==> config.mk <==
export PLATFORM = sky130hd
export DESIGN_NAME = ysyx_23060191_wbu
export DESIGN_NICKNAME = d
export VERILOG_FILES = /design/src/rtl/ysyx_23060191_wbu_pkg.sv /design/src/rtl/ysyx_23060191_load_ext.sv /design/src/rtl/ysyx_23060191_wbu.sv
export SDC_FILE = /design/constraint.sdc
export NUM_CORES = 1
export LEC_CHECK = 0
export CAP_MARGIN = 20
export CORE_ASPECT_RATIO = 1.4
export CORE_MARGIN = 3
export CORE_UTILIZATION = 31
export DETAILED_ROUTE_END_ITERATION = 10
export PLACE_DENSITY_LB_ADDON = 0.3
export RECOVER_POWER = 50
export SLEW_MARGIN = 20
export SYNTH_ARGS = -nofsm -noshare
export SYNTH_HDL_FRONTEND = slang
export SYNTH_SLANG_ARGS = --single-unit
==> constraint.sdc <==
create_clock -name clk -period 4.04 [get_ports clk]
set_input_delay 0.808 -clock clk [delete_from_list [all_inputs] [get_ports clk]]
set_output_delay 0.808 -clock clk [all_outputs]
set_load 0.03 [all_outputs]
==> src/rtl/ysyx_23060191_wbu_pkg.sv <==
// ---------------------------------------------------------------------------
// ysyx_23060191_wbu_pkg
// Shared definitions for the write-back unit: datapath width, FSM state
// encodings and the RISC-V load funct3 codes understood by the load
// extractor.
// ---------------------------------------------------------------------------
package ysyx_23060191_wbu_pkg;

  localparam int CPU_WIDTH = 32;

  typedef enum logic [1:0] {
    WBU_IDLE     = 2'd0,
    WBU_WAIT_MEM = 2'd1,
    WBU_COMMIT   = 2'd2
  } wbu_state_e;

  localparam logic [2:0] F3_LB  = 3'b000;
  localparam logic [2:0] F3_LH  = 3'b001;
  localparam logic [2:0] F3_LW  = 3'b010;
  localparam logic [2:0] F3_LBU = 3'b100;
  localparam logic [2:0] F3_LHU = 3'b101;

endpackage

==> src/rtl/ysyx_23060191_load_ext.sv <==
// ---------------------------------------------------------------------------
// ysyx_23060191_load_ext
// Combinational load-data extractor. Selects the byte/half addressed by the
// low address bits out of an aligned memory word and sign- or zero-extends
// it according to the load funct3. Unknown funct3 codes pass the raw word.
//
// Ports:
//   i_funct3  [2:0]  load funct3
//   i_addr_lo [1:0]  load address bits [1:0]
//   i_rdata   [W-1:0] raw aligned memory word
//   o_data    [W-1:0] extracted / extended value
// ---------------------------------------------------------------------------
module ysyx_23060191_load_ext
  import ysyx_23060191_wbu_pkg::*;
#(
  parameter int W = 32
) (
  input  logic [2:0]   i_funct3,
  input  logic [1:0]   i_addr_lo,
  input  logic [W-1:0] i_rdata,
  output logic [W-1:0] o_data
);

  logic [7:0]  w_byte;
  logic [15:0] w_half;

  // Lane selection: byte by full addr_lo, half by addr_lo[1] only.
  always_comb begin
    w_byte = 8'h00;
    case (i_addr_lo)
      2'd0:    w_byte = i_rdata[7:0];
      2'd1:    w_byte = i_rdata[15:8];
      2'd2:    w_byte = i_rdata[23:16];
      2'd3:    w_byte = i_rdata[31:24];
      default: w_byte = i_rdata[7:0];
    endcase
    if (i_addr_lo[1]) begin
      w_half = i_rdata[31:16];
    end else begin
      w_half = i_rdata[15:0];
    end
  end

  // Extension by load type; unsupported codes return the word untouched.
  always_comb begin
    o_data = i_rdata;
    case (i_funct3)
      F3_LB:   o_data = {{(W-8){w_byte[7]}}, w_byte};
      F3_LBU:  o_data = {{(W-8){1'b0}}, w_byte};
      F3_LH:   o_data = {{(W-16){w_half[15]}}, w_half};
      F3_LHU:  o_data = {{(W-16){1'b0}}, w_half};
      F3_LW:   o_data = i_rdata;
      default: o_data = i_rdata;
    endcase
  end

endmodule

==> src/rtl/ysyx_23060191_wbu.sv <==
// ---------------------------------------------------------------------------
// ysyx_23060191_wbu
// Write-back unit in front of the GPR file. Accepts completed instructions
// over valid/ready, waits for the memory response on loads, extracts the
// load data, then drives the GPR write port and a one-cycle commit pulse
// for difftest. ALU results commit the cycle after transfer (1/cycle).
//
// Optional build macro: WBU_MEM_TIMEOUT_EN adds a sticky timeout_err output
// raised when a load waits TIMEOUT_CYCLES cycles without a response.
//
// Ports:
//   clk, rst                   clock, asynchronous active-high reset
//   in_valid / in_ready        upstream handshake (ready from state only)
//   in_pc, in_rd_we, in_rd     instruction PC, rd write flag, rd index
//   in_result                  non-load result
//   in_is_load, in_ld_funct3,
//   in_addr_lo                 load descriptor
//   mem_rvalid, mem_rdata      memory read response
//   wr_en_Rd, addr_Rd, data_Rd GPR write port (registered)
//   commit_valid, commit_pc    commit pulse and PC (registered)
//   timeout_err                sticky load timeout (WBU_MEM_TIMEOUT_EN only)
// ---------------------------------------------------------------------------
module ysyx_23060191_wbu
  import ysyx_23060191_wbu_pkg::*;
#(
  parameter int CPU_WIDTH = ysyx_23060191_wbu_pkg::CPU_WIDTH
`ifdef WBU_MEM_TIMEOUT_EN
  ,
  parameter int TIMEOUT_CYCLES = 255
`endif
) (
  input  logic                 clk,
  input  logic                 rst,
  input  logic                 in_valid,
  output logic                 in_ready,
  input  logic [CPU_WIDTH-1:0] in_pc,
  input  logic                 in_rd_we,
  input  logic [4:0]           in_rd,
  input  logic [CPU_WIDTH-1:0] in_result,
  input  logic                 in_is_load,
  input  logic [2:0]           in_ld_funct3,
  input  logic [1:0]           in_addr_lo,
  input  logic                 mem_rvalid,
  input  logic [CPU_WIDTH-1:0] mem_rdata,
`ifdef WBU_MEM_TIMEOUT_EN
  output logic                 timeout_err,
`endif
  output logic                 wr_en_Rd,
  output logic [4:0]           addr_Rd,
  output logic [CPU_WIDTH-1:0] data_Rd,
  output logic                 commit_valid,
  output logic [CPU_WIDTH-1:0] commit_pc
);

  wbu_state_e r_state;
  wbu_state_e w_state_nxt;

  logic                 w_ready;
  logic                 w_xfer;
  logic                 w_load_done;
  logic [CPU_WIDTH-1:0] w_ext_data;

  // Instruction fields held while a load waits for memory.
  logic [CPU_WIDTH-1:0] r_pc;
  logic                 r_rd_we;
  logic [4:0]           r_rd;
  logic [2:0]           r_funct3;
  logic [1:0]           r_addr_lo;

  // Output registers; data register doubles as the committed result.
  logic                 r_wr_en;
  logic [4:0]           r_addr;
  logic [CPU_WIDTH-1:0] r_data;
  logic                 r_commit_valid;
  logic [CPU_WIDTH-1:0] r_commit_pc;

  assign w_ready     = (r_state == WBU_IDLE) || (r_state == WBU_COMMIT);
  assign w_xfer      = in_valid && w_ready;
  // A response is only meaningful while a load is actually outstanding.
  assign w_load_done = (r_state == WBU_WAIT_MEM) && mem_rvalid;

  ysyx_23060191_load_ext #(
    .W (CPU_WIDTH)
  ) u_load_ext (
    .i_funct3  (r_funct3),
    .i_addr_lo (r_addr_lo),
    .i_rdata   (mem_rdata),
    .o_data    (w_ext_data)
  );

  // Next-state logic; COMMIT behaves like IDLE for accepting a new transfer.
  always_comb begin
    w_state_nxt = r_state;
    case (r_state)
      WBU_IDLE, WBU_COMMIT: begin
        if (w_xfer) begin
          if (in_is_load) begin
            w_state_nxt = WBU_WAIT_MEM;
          end else begin
            w_state_nxt = WBU_COMMIT;
          end
        end else begin
          w_state_nxt = WBU_IDLE;
        end
      end
      WBU_WAIT_MEM: begin
        if (mem_rvalid) begin
          w_state_nxt = WBU_COMMIT;
        end else begin
          w_state_nxt = WBU_WAIT_MEM;
        end
      end
      default: w_state_nxt = WBU_IDLE;
    endcase
  end

  // FSM state register.
  always_ff @(posedge clk or posedge rst) begin
    if (rst) begin
      r_state <= WBU_IDLE;
    end else begin
      r_state <= w_state_nxt;
    end
  end

  // Capture the accepted instruction's fields.
  always_ff @(posedge clk or posedge rst) begin
    if (rst) begin
      r_pc      <= '0;
      r_rd_we   <= 1'b0;
      r_rd      <= 5'd0;
      r_funct3  <= 3'd0;
      r_addr_lo <= 2'd0;
    end else if (w_xfer) begin
      r_pc      <= in_pc;
      r_rd_we   <= in_rd_we;
      r_rd      <= in_rd;
      r_funct3  <= in_ld_funct3;
      r_addr_lo <= in_addr_lo;
    end
  end

  // Output registers are loaded on the edge that enters COMMIT, so they are
  // valid exactly during the COMMIT cycle; index/data/pc hold afterwards.
  always_ff @(posedge clk or posedge rst) begin
    if (rst) begin
      r_wr_en        <= 1'b0;
      r_addr         <= 5'd0;
      r_data         <= '0;
      r_commit_valid <= 1'b0;
      r_commit_pc    <= '0;
    end else begin
      r_wr_en        <= 1'b0;
      r_commit_valid <= 1'b0;
      if (w_load_done) begin
        r_wr_en        <= r_rd_we && (r_rd != 5'd0);
        r_addr         <= r_rd;
        r_data         <= w_ext_data;
        r_commit_valid <= 1'b1;
        r_commit_pc    <= r_pc;
      end else if (w_xfer && !in_is_load) begin
        r_wr_en        <= in_rd_we && (in_rd != 5'd0);
        r_addr         <= in_rd;
        r_data         <= in_result;
        r_commit_valid <= 1'b1;
        r_commit_pc    <= in_pc;
      end
    end
  end

  assign in_ready     = w_ready;
  assign wr_en_Rd     = r_wr_en;
  assign addr_Rd      = r_addr;
  assign data_Rd      = r_data;
  assign commit_valid = r_commit_valid;
  assign commit_pc    = r_commit_pc;

`ifdef WBU_MEM_TIMEOUT_EN
  logic [7:0] r_wait_cnt;
  logic       r_timeout_err;

  // Load-response watchdog: counter saturates, error is sticky until reset.
  always_ff @(posedge clk or posedge rst) begin
    if (rst) begin
      r_wait_cnt    <= 8'd0;
      r_timeout_err <= 1'b0;
    end else begin
      if (w_xfer && in_is_load) begin
        r_wait_cnt <= 8'd0;
      end else if ((r_state == WBU_WAIT_MEM) && !mem_rvalid && (r_wait_cnt != 8'hFF)) begin
        r_wait_cnt <= r_wait_cnt + 8'd1;
      end
      if ((r_state == WBU_WAIT_MEM) && (r_wait_cnt == 8'(TIMEOUT_CYCLES))) begin
        r_timeout_err <= 1'b1;
      end
    end
  end

  assign timeout_err = r_timeout_err;
`endif

endmodule

==> flow_metrics.tcl <==
set metrics [dict create \
    cts_tree "built" \
    n_antenna_cell 0 \
    rsz0062_at_grt "false" \
    post_cts_buffers 0 \
    timing.fmax_mhz 333 \
    tns_ns 0 \
    cp.depth 4 \
    io_pins 184 \
    ctsHoldBuffers 0 \
    min_from "r_pc[10]" \
    p_leak_nw 3.26 \
    place_inst 891 \
    synthesis.nets 621 \
    drive_above_1_share 0.137 \
    core_um2 17400 \
    dp_slack_ns 1.39 \
    area_growth_pct 47.1 \
    initial_core_util 0.316 \
    grt_pass1_vias 4989 \
    layout_common_cells "181 x clkdlybuf4s50_1, 116 x dfrtp_1, 86 x nand2_1, 52 x mux2_2, 39 x nor2_1" \
    period_share 0.743 \
    hold_end "r_pc[10]" \
    vias 4708 \
    maxSlewHeadroom -0.251 \
    die_x_um 119 \
    min_path_type "flip-flop to flip-flop" \
    hold_violations 0 \
    dr.pass1.iters 4 \
    setup_viol 0 \
    cts_root_buf "clkbuf_16" \
    fillers 1676 \
    num_rows 57 \
    yosysSeqAreaShare 0.527 \
    holdPathStages 1 \
    worst_pin_slew_ns 1.88 \
    slowest_delay_ns 1.45 \
    finalWeightedCongestion 0.872 \
    fin_hold_ws_ns 0.508 \
    synth.distinct_cells 36 \
    drv_slew 49 \
    grt.total_usage 0.177 \
    htree_levels 4 \
    cp_top_family "simple AND/OR/NAND/NOR gates" \
    path_buf_inv 1 \
    required_ns 4.34 \
    antenna_found_initial 0 \
    setup_ws_ns 1.04 \
    syn-instance-count 509 \
    p_per_area_nw_per_um2 597 \
    port-buffer-count 183 \
    worstSetupPathType "input port to flip-flop" \
    die-area_um2 19400 \
    syn_area_um2 5500 \
    path_cells "dlygate4sd3_1, or3b_1, o22ai_1, a211oi_1" \
    synth_area_per_cell_um2 10.8 \
    clkSinkCount 116 \
    overflow 0 \
    via_per_inst 5.10 \
    ys_ff_latch 116 \
    wl_um 17100 \
    route.detailed.drc 0 \
    status "complete, but fails checks" \
    violations "max-capacitance violations, max-slew violations" \
    drtAntennaViolNets 0 \
    multi_input_area_um2 2340 \
    clk_latency_ns 0.40 \
    ir_worst_vdd_v 0.000229 \
    seq_area_um2 2900 \
    rr_startpoint "r_state[0]" \
    initialDrtViolationCount 319 \
    grt_pass1_wl_um 27300 \
    maxCapViolCount 1 \
    arrival_ns 3.30 \
    reg2reg_to "data_Rd[15]" \
    ys_warn_count 0 \
    cp_max_fo 48 \
    slowest_stage "or3b_1" \
    rrSetupSlack_ns 1.52 \
    grt_start_max_net_pins 83 \
    fin_worst_skew_ns 0.0108 \
    fin_nets 786 \
    cp-end-kind "flip-flop" \
    die_h_um 164 \
    fin_crit_ns 3.00 \
    routedWlPerCell_um 18.5 \
    cp-start-kind "input port" \
    fin_cells 923 \
    ctsResizeCount 0 \
    fin_util 0.465 \
    clk_path_buf_depth 2 \
    final_common_cell "clkdlybuf4s50_1" \
    cts_made_buffers 17 \
    clk_pin_slew_ns 0.05 \
    dp_hpwl_um 12000 \
    reg2reg_depth 3 \
]
==> logic make-up after synthesis <==
logic type / count (synthesis) / share of synthesized area
muxes: 76 / 0.150
and+or+nand+nor: 157 / 0.128
DFF: 116 / 0.527
AOI/OAI and AO/OA: 114 / 0.148
buffers and inverters: 46 / 0.0468
==> worst max path at each step <==
stage / startpoint / to
after CTS: r_state[0] / in_ready
after global routing: in_valid / data_Rd[9]
after global placement: in_valid / r_pc[14]
final: in_valid / data_Rd[15]
after floorplan: rst / addr_Rd[0]
after detailed placement: in_valid / r_rd[0]
==> synthesized netlist by cell type <==
master	instances	share of area
nand3b_2	1	0.0020
a32oi_1	24	0.038
nand4b_1	1	0.0016
nand3_2	1	0.0018
a311oi_1	7	0.011
nand4bb_1	1	0.0020
nand2_1	85	0.058
buf_6	7	0.014
nor2b_1	1	0.0011
or4_1	2	0.0027
nand2b_1	1	0.0011
buf_2	20	0.018
nor3b_2	2	0.0045
or3b_4	1	0.0020
clkbuf_1	12	0.0082
o22ai_1	8	0.0091
buf_4	2	0.0027
o32ai_1	1	0.0016
nor3_1	10	0.0091
buf_1	1	0.00068
nor2_1	39	0.027
a31oi_1	38	0.043
a221oi_4	1	0.0048
and2_1	7	0.0080
and3b_1	2	0.0032
a22oi_1	8	0.011
inv_1	4	0.0027
nand2_2	1	0.0011
nand3b_1	1	0.0014
a211oi_1	8	0.011
dfrtp_1	116	0.53
o211ai_1	2	0.0027
mux2i_1	24	0.044
nor3b_1	1	0.0014
a21oi_1	17	0.015
mux2_2	52	0.11
==> worst reg2reg max path: stages, from the launching register on <==
cell      delay (ns)
dfrtp_1         0.50
or3b_1          1.44
o22ai_1         0.24
a211oi_1        0.24
==> metrics by stage <==
step / cell area, µm² / total power (W)
global placement: 7470 / 0.00320
floorplan: 5500 / 0.00253
global route: 8100 / 0.00506
finish: 8100 / 0.00483
CTS: 8120 / 0.00489
detailed placement: 7470 / 0.00323
==> flip-flops by register name, summed over array words and instances, names as in the netlist, 2 cells and up <==
name	cells
addr_Rd	5
commit_pc	32
data_Rd	32
r_addr_lo	2
r_funct3	3
r_pc	32
r_rd	5
r_state	2
==> final cells by class <==
| cell class | instances | area share |
|---|---|---|
| Sequential cell | 116 | 0.359 |
| Multi-Input combinational cell | 347 | 0.290 |
| Timing Repair Buffer | 188 | 0.234 |
| Clock buffer | 21 | 0.0581 |
| Tap cell | 236 | 0.0365 |
| Clock inverter | 11 | 0.0215 |
| Inverter | 4 | 0.00216 |
==> power by group <==
part           switching [W]  total, W  internal [W]
sequential          0.000195   0.00164       0.00145
combinational       0.000856   0.00156      0.000705
clock               0.000546   0.00163       0.00109
total                0.00160   0.00483       0.00324
==> metal layers <==
| metal | share of wire | up-vias | GRT usage |
|---|---|---|---|
| met3 | 0.061 | 23 | 0.0416 |
| li1 | - | 2189 | - |
| met4 | 0.028 | 0 | 0.0738 |
| met2 | 0.50 | 177 | 0.303 |
| met1 | 0.41 | 2319 | 0.214 |
| met5 | 0 | - | 0 |
(Power assumes the default switching activity.)
